<file path="src/rtl/muldiv_unit.sv">
// RV32M multiply/divide execute unit: fixed-latency multiply, 1-bit/cycle restoring divide.
// Optional MULDIV_EARLY_OUT_EN: divides with |dividend| < |divisor| finish in one cycle.
module muldiv_unit #(
  parameter int WIDTH       = 32,
  parameter int MUL_LATENCY = 3
) (
  input  logic             clk,
  input  logic             rst,
  input  logic             start_i,
  input  logic [2:0]       funct3_i,
  input  logic [WIDTH-1:0] a_i,
  input  logic [WIDTH-1:0] b_i,
  input  logic             flush_i,
  output logic             stall_o,
  output logic             done_o,
  output logic [WIDTH-1:0] result_o
);

  localparam int CNT_W = $clog2(WIDTH + 1);
  localparam logic [CNT_W-1:0] DIV_LAST = CNT_W'(WIDTH - 1);
  localparam logic [CNT_W-1:0] MUL_LAST = CNT_W'((MUL_LATENCY > 1) ? MUL_LATENCY - 2 : 0);
  localparam logic [WIDTH-1:0] MOST_NEG = {1'b1, {(WIDTH-1){1'b0}}};

  typedef enum logic [1:0] {S_IDLE, S_MUL, S_DIV, S_DONE} state_t;

  state_t           r_state;
  logic [CNT_W-1:0] r_cnt;
  logic             r_done;
  logic [WIDTH-1:0] r_result;

  logic [2:0]       r_f3;
  logic [WIDTH-1:0] r_a, r_b;
  logic [WIDTH-1:0] r_div, r_quo, r_rem;
  logic             r_neg_q, r_neg_r, r_is_rem;

  logic             w_sgn, w_a_neg, w_b_neg;
  logic [WIDTH-1:0] w_a_mag, w_b_mag;
  logic             w_div0, w_ovf, w_early, w_special;
  logic [WIDTH-1:0] w_spec_res;
  logic [WIDTH:0]   w_rem_sh, w_diff;
  logic             w_ge;
  logic [WIDTH-1:0] w_rem_nx, w_quo_nx, w_div_res;

  // Operand extension chosen by funct3; the product is taken modulo 2^(2*WIDTH).
  function automatic logic [WIDTH-1:0] mul_result(input logic [2:0] f3,
                                                  input logic [WIDTH-1:0] a,
                                                  input logic [WIDTH-1:0] b);
    logic signed [2*WIDTH-1:0] ea, eb, prod;
    ea   = {{WIDTH{((f3[1:0] == 2'b01) || (f3[1:0] == 2'b10)) & a[WIDTH-1]}}, a};
    eb   = {{WIDTH{(f3[1:0] == 2'b01) & b[WIDTH-1]}}, b};
    prod = ea * eb;
    return (f3[1:0] == 2'b00) ? prod[WIDTH-1:0] : prod[2*WIDTH-1:WIDTH];
  endfunction

  function automatic logic [WIDTH-1:0] neg_if(input logic neg, input logic [WIDTH-1:0] v);
    return neg ? ((~v) + WIDTH'(1)) : v;
  endfunction

  // Operand decode for an op about to be accepted
  assign w_sgn   = ~funct3_i[0];
  assign w_a_neg = w_sgn & a_i[WIDTH-1];
  assign w_b_neg = w_sgn & b_i[WIDTH-1];
  assign w_a_mag = neg_if(w_a_neg, a_i);
  assign w_b_mag = neg_if(w_b_neg, b_i);
  assign w_div0  = (b_i == '0);
  assign w_ovf   = w_sgn && (a_i == MOST_NEG) && (b_i == '1);

`ifdef MULDIV_EARLY_OUT_EN
  assign w_early = (w_a_mag < w_b_mag);
`else
  assign w_early = 1'b0;
`endif

  assign w_special = w_div0 | w_ovf | w_early;

  always_comb begin
    w_spec_res = '0;
    if (w_div0)      w_spec_res = funct3_i[1] ? a_i : '1;
    else if (w_ovf)  w_spec_res = funct3_i[1] ? '0  : a_i;
    else             w_spec_res = funct3_i[1] ? a_i : '0;
  end

  // One restoring-divide iteration on the magnitudes
  assign w_rem_sh  = {r_rem, r_quo[WIDTH-1]};
  assign w_diff    = w_rem_sh - {1'b0, r_div};
  assign w_ge      = ~w_diff[WIDTH];
  assign w_rem_nx  = w_ge ? w_diff[WIDTH-1:0] : w_rem_sh[WIDTH-1:0];
  assign w_quo_nx  = {r_quo[WIDTH-2:0], w_ge};
  assign w_div_res = r_is_rem ? neg_if(r_neg_r, w_rem_nx) : neg_if(r_neg_q, w_quo_nx);

  assign stall_o  = ((r_state == S_IDLE) && start_i && !flush_i) ||
                    (r_state == S_MUL) || (r_state == S_DIV);
  assign done_o   = r_done;
  assign result_o = r_result;

  // Control: state, iteration counter, completion pulse and result
  always_ff @(posedge clk) begin
    if (rst) begin
      r_state  <= S_IDLE;
      r_cnt    <= '0;
      r_done   <= 1'b0;
      r_result <= '0;
    end else begin
      r_done <= 1'b0;
      if (flush_i) begin
        r_state <= S_IDLE;
        r_cnt   <= '0;
      end else begin
        unique case (r_state)
          S_IDLE: begin
            if (start_i) begin
              r_cnt <= '0;
              if (!funct3_i[2]) begin
                if (MUL_LATENCY == 1) begin
                  r_state  <= S_DONE;
                  r_done   <= 1'b1;
                  r_result <= mul_result(funct3_i, a_i, b_i);
                end else begin
                  r_state <= S_MUL;
                end
              end else if (w_special) begin
                r_state  <= S_DONE;
                r_done   <= 1'b1;
                r_result <= w_spec_res;
              end else begin
                r_state <= S_DIV;
              end
            end
          end
          S_MUL: begin
            if (r_cnt == MUL_LAST) begin
              r_state  <= S_DONE;
              r_done   <= 1'b1;
              r_result <= mul_result(r_f3, r_a, r_b);
            end else begin
              r_cnt <= r_cnt + CNT_W'(1);
            end
          end
          S_DIV: begin
            if (r_cnt == DIV_LAST) begin
              r_state  <= S_DONE;
              r_done   <= 1'b1;
              r_result <= w_div_res;
            end else begin
              r_cnt <= r_cnt + CNT_W'(1);
            end
          end
          S_DONE:  r_state <= S_IDLE;
          default: r_state <= S_IDLE;
        endcase
      end
    end
  end

  // Datapath: operand capture at acceptance, then divider iterations
  always_ff @(posedge clk) begin
    if ((r_state == S_IDLE) && start_i) begin
      r_f3     <= funct3_i;
      r_a      <= a_i;
      r_b      <= b_i;
      r_div    <= w_b_mag;
      r_quo    <= w_a_mag;
      r_rem    <= '0;
      r_neg_q  <= w_a_neg ^ w_b_neg;
      r_neg_r  <= w_a_neg;
      r_is_rem <= funct3_i[1];
    end else if (r_state == S_DIV) begin
      r_quo <= w_quo_nx;
      r_rem <= w_rem_nx;
    end
  end

endmodule

</file>
<file path="config.mk">
export PLATFORM = sky130hd
export DESIGN_NAME = muldiv_unit
export DESIGN_NICKNAME = d
export VERILOG_FILES = /design/src/rtl/muldiv_unit.sv
export SDC_FILE = /design/constraint.sdc
export NUM_CORES = 2
export LEC_CHECK = 0
export CAP_MARGIN = 20
export CORE_MARGIN = 2
export CORE_UTILIZATION = 30
export CTS_CLUSTER_DIAMETER = 50
export DETAILED_ROUTE_END_ITERATION = 16
export GPL_ROUTABILITY_DRIVEN = 0
export PLACE_DENSITY = 0.5
export SETUP_SLACK_MARGIN = 0.05
export SYNTH_ARGS = -nofsm -noshare
export SYNTH_HDL_FRONTEND = slang
export SYNTH_SLANG_ARGS = --single-unit
</file>
<file path="constraint.sdc">
create_clock -name clk -period 15.7 [get_ports clk]
set_clock_uncertainty 0.2 [all_clocks]
set_input_delay 3.14 -clock clk [delete_from_list [all_inputs] [get_ports clk]]
set_output_delay 3.14 -clock clk [all_outputs]
set_load 0.01 [all_outputs]
</file>
* Yosys cells after proc, flatten, opt, wreduce, memory -nomap -nowiden
Index checks and enable logic that the tools add are counted.
Word-level totals: bits in registers 206, bits of input ports 71, output and inout port bits 34, word-level logic and storage cells 102
Operators by class: add/subtract/negate cells 6, $mul 1, equal/unequal tests 16, muxes and demuxes 36, bitwise operators 13, reduce and logical (&&, ||, !) cells 17
Operator list (count):
- 2-to-1 mux 32 bit | 19
- adder 32 x 1 -> 32 bit, second input constant | 4
- NOT 32 bit | 4
- one-hot mux 32 bit (3 select lines) | 1
- equality test 32 bit, second input constant | 2
- multiplier 33 x 33 -> 64 bit | 1
- subtractor 33 x 32 -> 33 bit | 1
- zero test 32 bit | 1
- 2-to-1 mux 6 bit | 3
- one-hot mux 6 bit (3 select lines) | 1
- inequality test 2 bit, second input constant | 5
- 2-to-1 mux 2 bit | 4
- one-hot mux 2 bit (4 select lines) | 1
- AND reduction 7 bit | 1
- adder 6 x 1 -> 6 bit, second input constant | 1
- equality test 2 bit, second input constant | 3
- equality test 6 x 1 -> 1 bit, second input constant | 1
- equality test 6 x 5 -> 1 bit, second input constant | 1
- 2-to-1 mux 1 bit | 6
- bitwise AND 1 bit | 4
- equality test 2 x 1 -> 1 bit, second input constant | 2
- logical AND 1 bit | 4
- zero test 2 bit | 2
- inequality test 2 x 1 -> 1 bit, second input constant | 2
- 11 further kinds | 15

* Longest topological paths before layout
depth in word-level cells 9, depth in mapped cells 36, mapped depth without buffers 33

* Least setup slack after synthesis
Ideal clock, no wire load.
kind register to register, from register r_f3[1], to register r_result[28] (netlist: result_o[28]), library setup time 0.103 ns, arrival time 8.628 ns, data required time 15.397 ns, setup slack 6.769 ns, cell stages (with the launch flop) 36, path buffers 2, clock period less this slack 8.931 ns, cells stage by stage edfxtp_1 > clkinv_1 > ha_1 > and2_1 > clkbuf_1 > clkbuf_1 > nand2_1 > inv_1 > fa_1 > inv_1 > fa_1 > inv_1 > fa_1 > fa_1 > inv_1 > fa_1 > inv_1 > fa_1 > inv_1 > fa_1 > fa_1 > inv_1 > ha_1 > nor2_1 > o21ai_0 > nand2b_1 > o21ai_0 > a21oi_1 > or3_1 > o211ai_1 > o21ai_0 > a21o_1 > a31oi_1 > xnor2_1 > a221oi_1 > a2111oi_2
On the way: longest elaborated chain between the ends 7, elaborated cells on any way between the ends 10, classes of those cells mul: 1; eq/ne: 2; mux: 3; bitwise: 2; reduce/logical: 2
Ends and longest elaborated chain:
- from (decl) | RTL line 31 | logic [2:0] r_f3;
- from (signal assigned) | RTL line 158 | r_f3 <= funct3_i;
- equality test 2 x 1 -> 1 bit / equality test 2 bit (equally long branches) | RTL line 49, 50
- logical OR 1 bit | RTL line 49 | ea = {{WIDTH{((f3[1:0] == 2'b01) || (f3[1:0] == 2'b10)) & a[WIDTH-1]}}, a};
- bitwise AND 1 bit | RTL line 49
- multiplier 33 x 33 -> 64 bit | RTL line 51 | prod = ea * eb;
- 2-to-1 mux 32 bit (*) | RTL line 52 | return (f3[1:0] == 2'b00) ? prod[WIDTH-1:0] : prod[2*WIDTH-1:WIDTH];
- 2-to-1 mux 32 bit (*) | RTL line 131 | if (r_cnt == MUL_LAST) begin
- one-hot mux 32 bit (3 select lines) (*) | RTL line 109 | unique case (r_state)
- to (signal assigned) | RTL line 117 | r_result <= mul_result(funct3_i, a_i, b_i);
- to (signal assigned) | RTL line 134 | r_result <= mul_result(r_f3, r_a, r_b);
- to (signal assigned) | RTL line 143 | r_result <= w_div_res;
- to (decl) | RTL line 29 | logic [WIDTH-1:0] r_result;
Mark *: on every way between the ends. The rest lies on a longest branch, timed or not. The select of a mux whose other input is x is not followed. A chain may end at the register's enable or synchronous reset.

* Final worst setup path
Ends and elaborated chain as after synthesis.

==> results.txt <==
----------------------------------------------------
[Clock network]
  Number of clock sinks ... 204
  Setup Fix Bufs, Post-CTS ... 0
  Number of buffers on the longest clock path ... 3
  Clock root buffer master ... clkbuf_16
  Clock latency of the later-clocked register in the worst-skew pair ... 0.53 ns
  Cts hold-fix bufs ... 0
  Clock transition time at the flip-flop clock pins of the worst setup and hold paths ... 0.06 ns
  TritonCTS clock tree ... yes
  H-tree depth ... 2
  Total of cells resized after clock tree synthesis ... 0
  Number of buffers created by CTS ... 35

[Worst setup path]
  Biggest fanout along the worst timing path ... 20
  Startpoint types ... flip-flop
  Required time at the worst-slack endpoint ... 15.93 ns
  Category of cells accounting for the largest share of critical-path delay ... adder cells
  Crit-path most repeated cell ... fa_1
  Number of buffer and inverter stages on the critical path ... 9
  Critical path arrival ... 11.21 ns
  Slowest cell on the critical path ... ha_1
  Endpoint class of the critical path ... flip-flop
  Longest individual stage delay on the worst path ... 0.93 ns
  Critical setup path kind ... flip-flop to flip-flop

[Flow run]
  Max Cap Violations ... 0

[GRT]
  Maximum number of pins on one net before global-route repair ... 72
  Initial antenna violation count ... 8
  All-layer global routing usage ... 0.200
  First-pass GRT wire length ... 266000 um
  Vias in the first global route ... 42.4k
  Grt total ovfl ... 0

[Drt]
  Vias after detailed routing ... 39.7k
  Detail-routed via count per cell ... 5.01
  Violation count after the first detailed-route iteration ... 2984
  Post-route DRC violation count ... 0
  Detailed-route wire length ... 172000 um
  Routed len/inst ... 21.8 um
  Number of nets still failing antenna checks after routing ... 0
  First drt pass iteration count ... 5

[Outcome]
  Status ... finished, final reports clean

[Floorplanning]
  Ports ... 105
  Vertical die dimension ... 418 um
  Initial standard-cell utilization of the core ... 0.302
  Rows ... 151
  Die Width ... 418 um
  Placeable core area ... 0.170 mm2
  Total die area ... 0.174 mm2

[Layout]
  Number of nets in the final layout ... 7134
  Share of layout cells above drive strength 1 ... 0.0354
  Area growth from synthesis to layout ... 8.83%
  Number of fillers in the final layout ... 17.7k

[Yosys]
  Gate Count Post-Synth ... 5738
  Primary flip-flop cell chosen by synthesis mapping ... edfxtp_1
  Share of the synthesized area in the top cell type ... 0.439
  Share of synthesized area occupied by flip-flops and latches ... 0.105
  Number of enable-type register cells in the synthesized netlist ... 131
  Post-synthesis cell type count ... 87
  Number of warning messages in the yosys log ... 0
  Cell accounting for the most synthesized area ... fa_1
  Net count of the mapped netlist ... 7193
  Ranking of synthesized cells by area ... fa_1 44%, inv_1 9.2%, edfxtp_1 7.7%
  FF+latch count, synth ... 204
  Cell area after synthesis ... 0.0513 mm2
  Synthesized area per cell ... 8.94 um2
  Fraction of registers with async set/reset ... 0

[Place]
  Total of buffers placed on input and output ports ... 104
  Post-detailed-placement half-perimeter wirelength ... 132000 um
  Setup Slack @ Placement ... 4.86 ns

[STA]
  Endpoints failing hold ... 0
  RSZ-0062 raised after global routing ... false
  Min cycle time layout ... 10.98 ns
  Number of endpoints failing setup at the final stage ... 0
  Final period utilization ... 0.699
  Final Slew Violations ... 0
  Transition time at the pin with the least slew margin ... 1.10 ns
  Final Worst Setup Slack ... 4.72 ns
  Maximum clock frequency ... 91.1 MHz
  Total negative slack for setup checks ... 0 ns
  Max-slew headroom ... 0.268

[Min path]
  Worst hold path class ... flip-flop to flip-flop

----------------------------------------------------
[worst reg2reg max path: cells and delay by family, from the launching register on]
kind / cells / cell delay [ns]
fa+ha+maj: 10 / 5.48
buf+inv: 9 / 1.76
compound gates: 9 / 1.53
simple gates: 5 / 1.04
flops: 1 / 0.72
xor+xnor: 1 / 0.14
[Yosys cell counts, types with 20 or more instances]
cell and n:
nor3_1 45, clkbuf_1 269, nor2_1 204, and3_1 30
nand3_1 41, a211oi_1 43, xor2_1 81, o21ai_0 136
fa_1 1126, nor4_1 28, xnor2_1 128, o31ai_1 30
mux2i_1 22, ha_1 258, nor2b_1 21, nand2b_1 26
edfxtp_1 131, and2_1 283, a21oi_1 185, o211ai_1 20
or3_1 27, a21o_1 42, inv_1 1264, dfxtp_1 73
nand2_1 936
[flip-flops by register name, indices dropped and copies added, names as in the netlist, 6 cells and up]
signal    flops
r_b          32
r_cnt         6
result_o     32
r_a          32
r_div        31
r_quo        32
r_rem        32
[cell families (layout without fill, tap and decap cells)]
group           after synthesis  in the layout  share of synthesized area
other cells                   0              1                          0
fa+ha+maj                  1384           1384                      0.502
simple gates               1715           1715                      0.154
buf+inv                    1558           1525                      0.115
flops                       204            204                      0.105
mux                          26             26                    0.00524
xor+xnor                    210            210                     0.0360
compound gates              641            641                     0.0818
[per-stage QoR]
stage               instance area [um2]  hold WS (ns)  utilization  cells
finish                            55800         0.314        0.329   7924
global placement                  54700         0.296        0.322   7860
detailed placement                54700         0.308        0.322   7860
global route                      55800         0.336        0.329   7923
CTS                               55800         0.316        0.329   7923
floorplan                         51300         0.274            -   5738
[worst paths after layout]
check,slack (ns),end,cells after the start,startpoint
setup / recovery,4.72,result_o[28],34,r_f3[1]
hold / removal,0.31,r_rem[27],2,r_rem[27]
setup reg to reg,4.72,result_o[28],34,r_f3[1]
hold reg to reg,0.31,r_rem[27],2,r_rem[27]
[placed cells by master, fill, tap and decap left out, types with 19 or more instances in the layout]
cell type and n:
a211oi_1 43, a21o_1 42, a21oi_1 185, a31oi_1 19, and2_1 283, and3_1 30, buf_4 91, clkbuf_16 36
clkdlybuf4s50_1 103, dfxtp_1 73, edfxtp_1 131, fa_1 1126, ha_1 257, inv_1 1263, mux2i_1 22, nand2_1 935
nand2b_1 26, nand3_1 41, nor2_1 204, nor2b_1 21, nor3_1 45, nor4_1 28, o211ai_1 20, o21a_1 19
o21ai_0 136, o31ai_1 30, or3_1 27, xnor2_1 128, xor2_1 81
[final cells by class]
| type | count | area, um2 | area share |
|---|---|---|---|
| multi-input combinational | 3976 | 40000 | 0.717 |
| sequential | 204 | 5400 | 0.0966 |
| inverter | 1267 | 4760 | 0.0853 |
| tap | 2218 | 2780 | 0.0497 |
| timing repair buffer | 195 | 1720 | 0.0308 |
| clock buffer | 38 | 908 | 0.0163 |
| clock inverter | 25 | 245 | 0.00439 |
| antenna | 1 | 2.50 | 0.0000448 |
[per-layer routing]
layer  track usage  vias to the layer above  share of wire
met1         0.265                    20866           0.42
li1              -                    17300              -
met5             0                        -       0.000081
met3        0.0199                      263          0.055
met4        0.0591                        2          0.035
met2         0.346                     1238           0.49
Power is not shown: default switching activity piles up to over one toggle a cycle in this logic, so the estimate is an artifact.
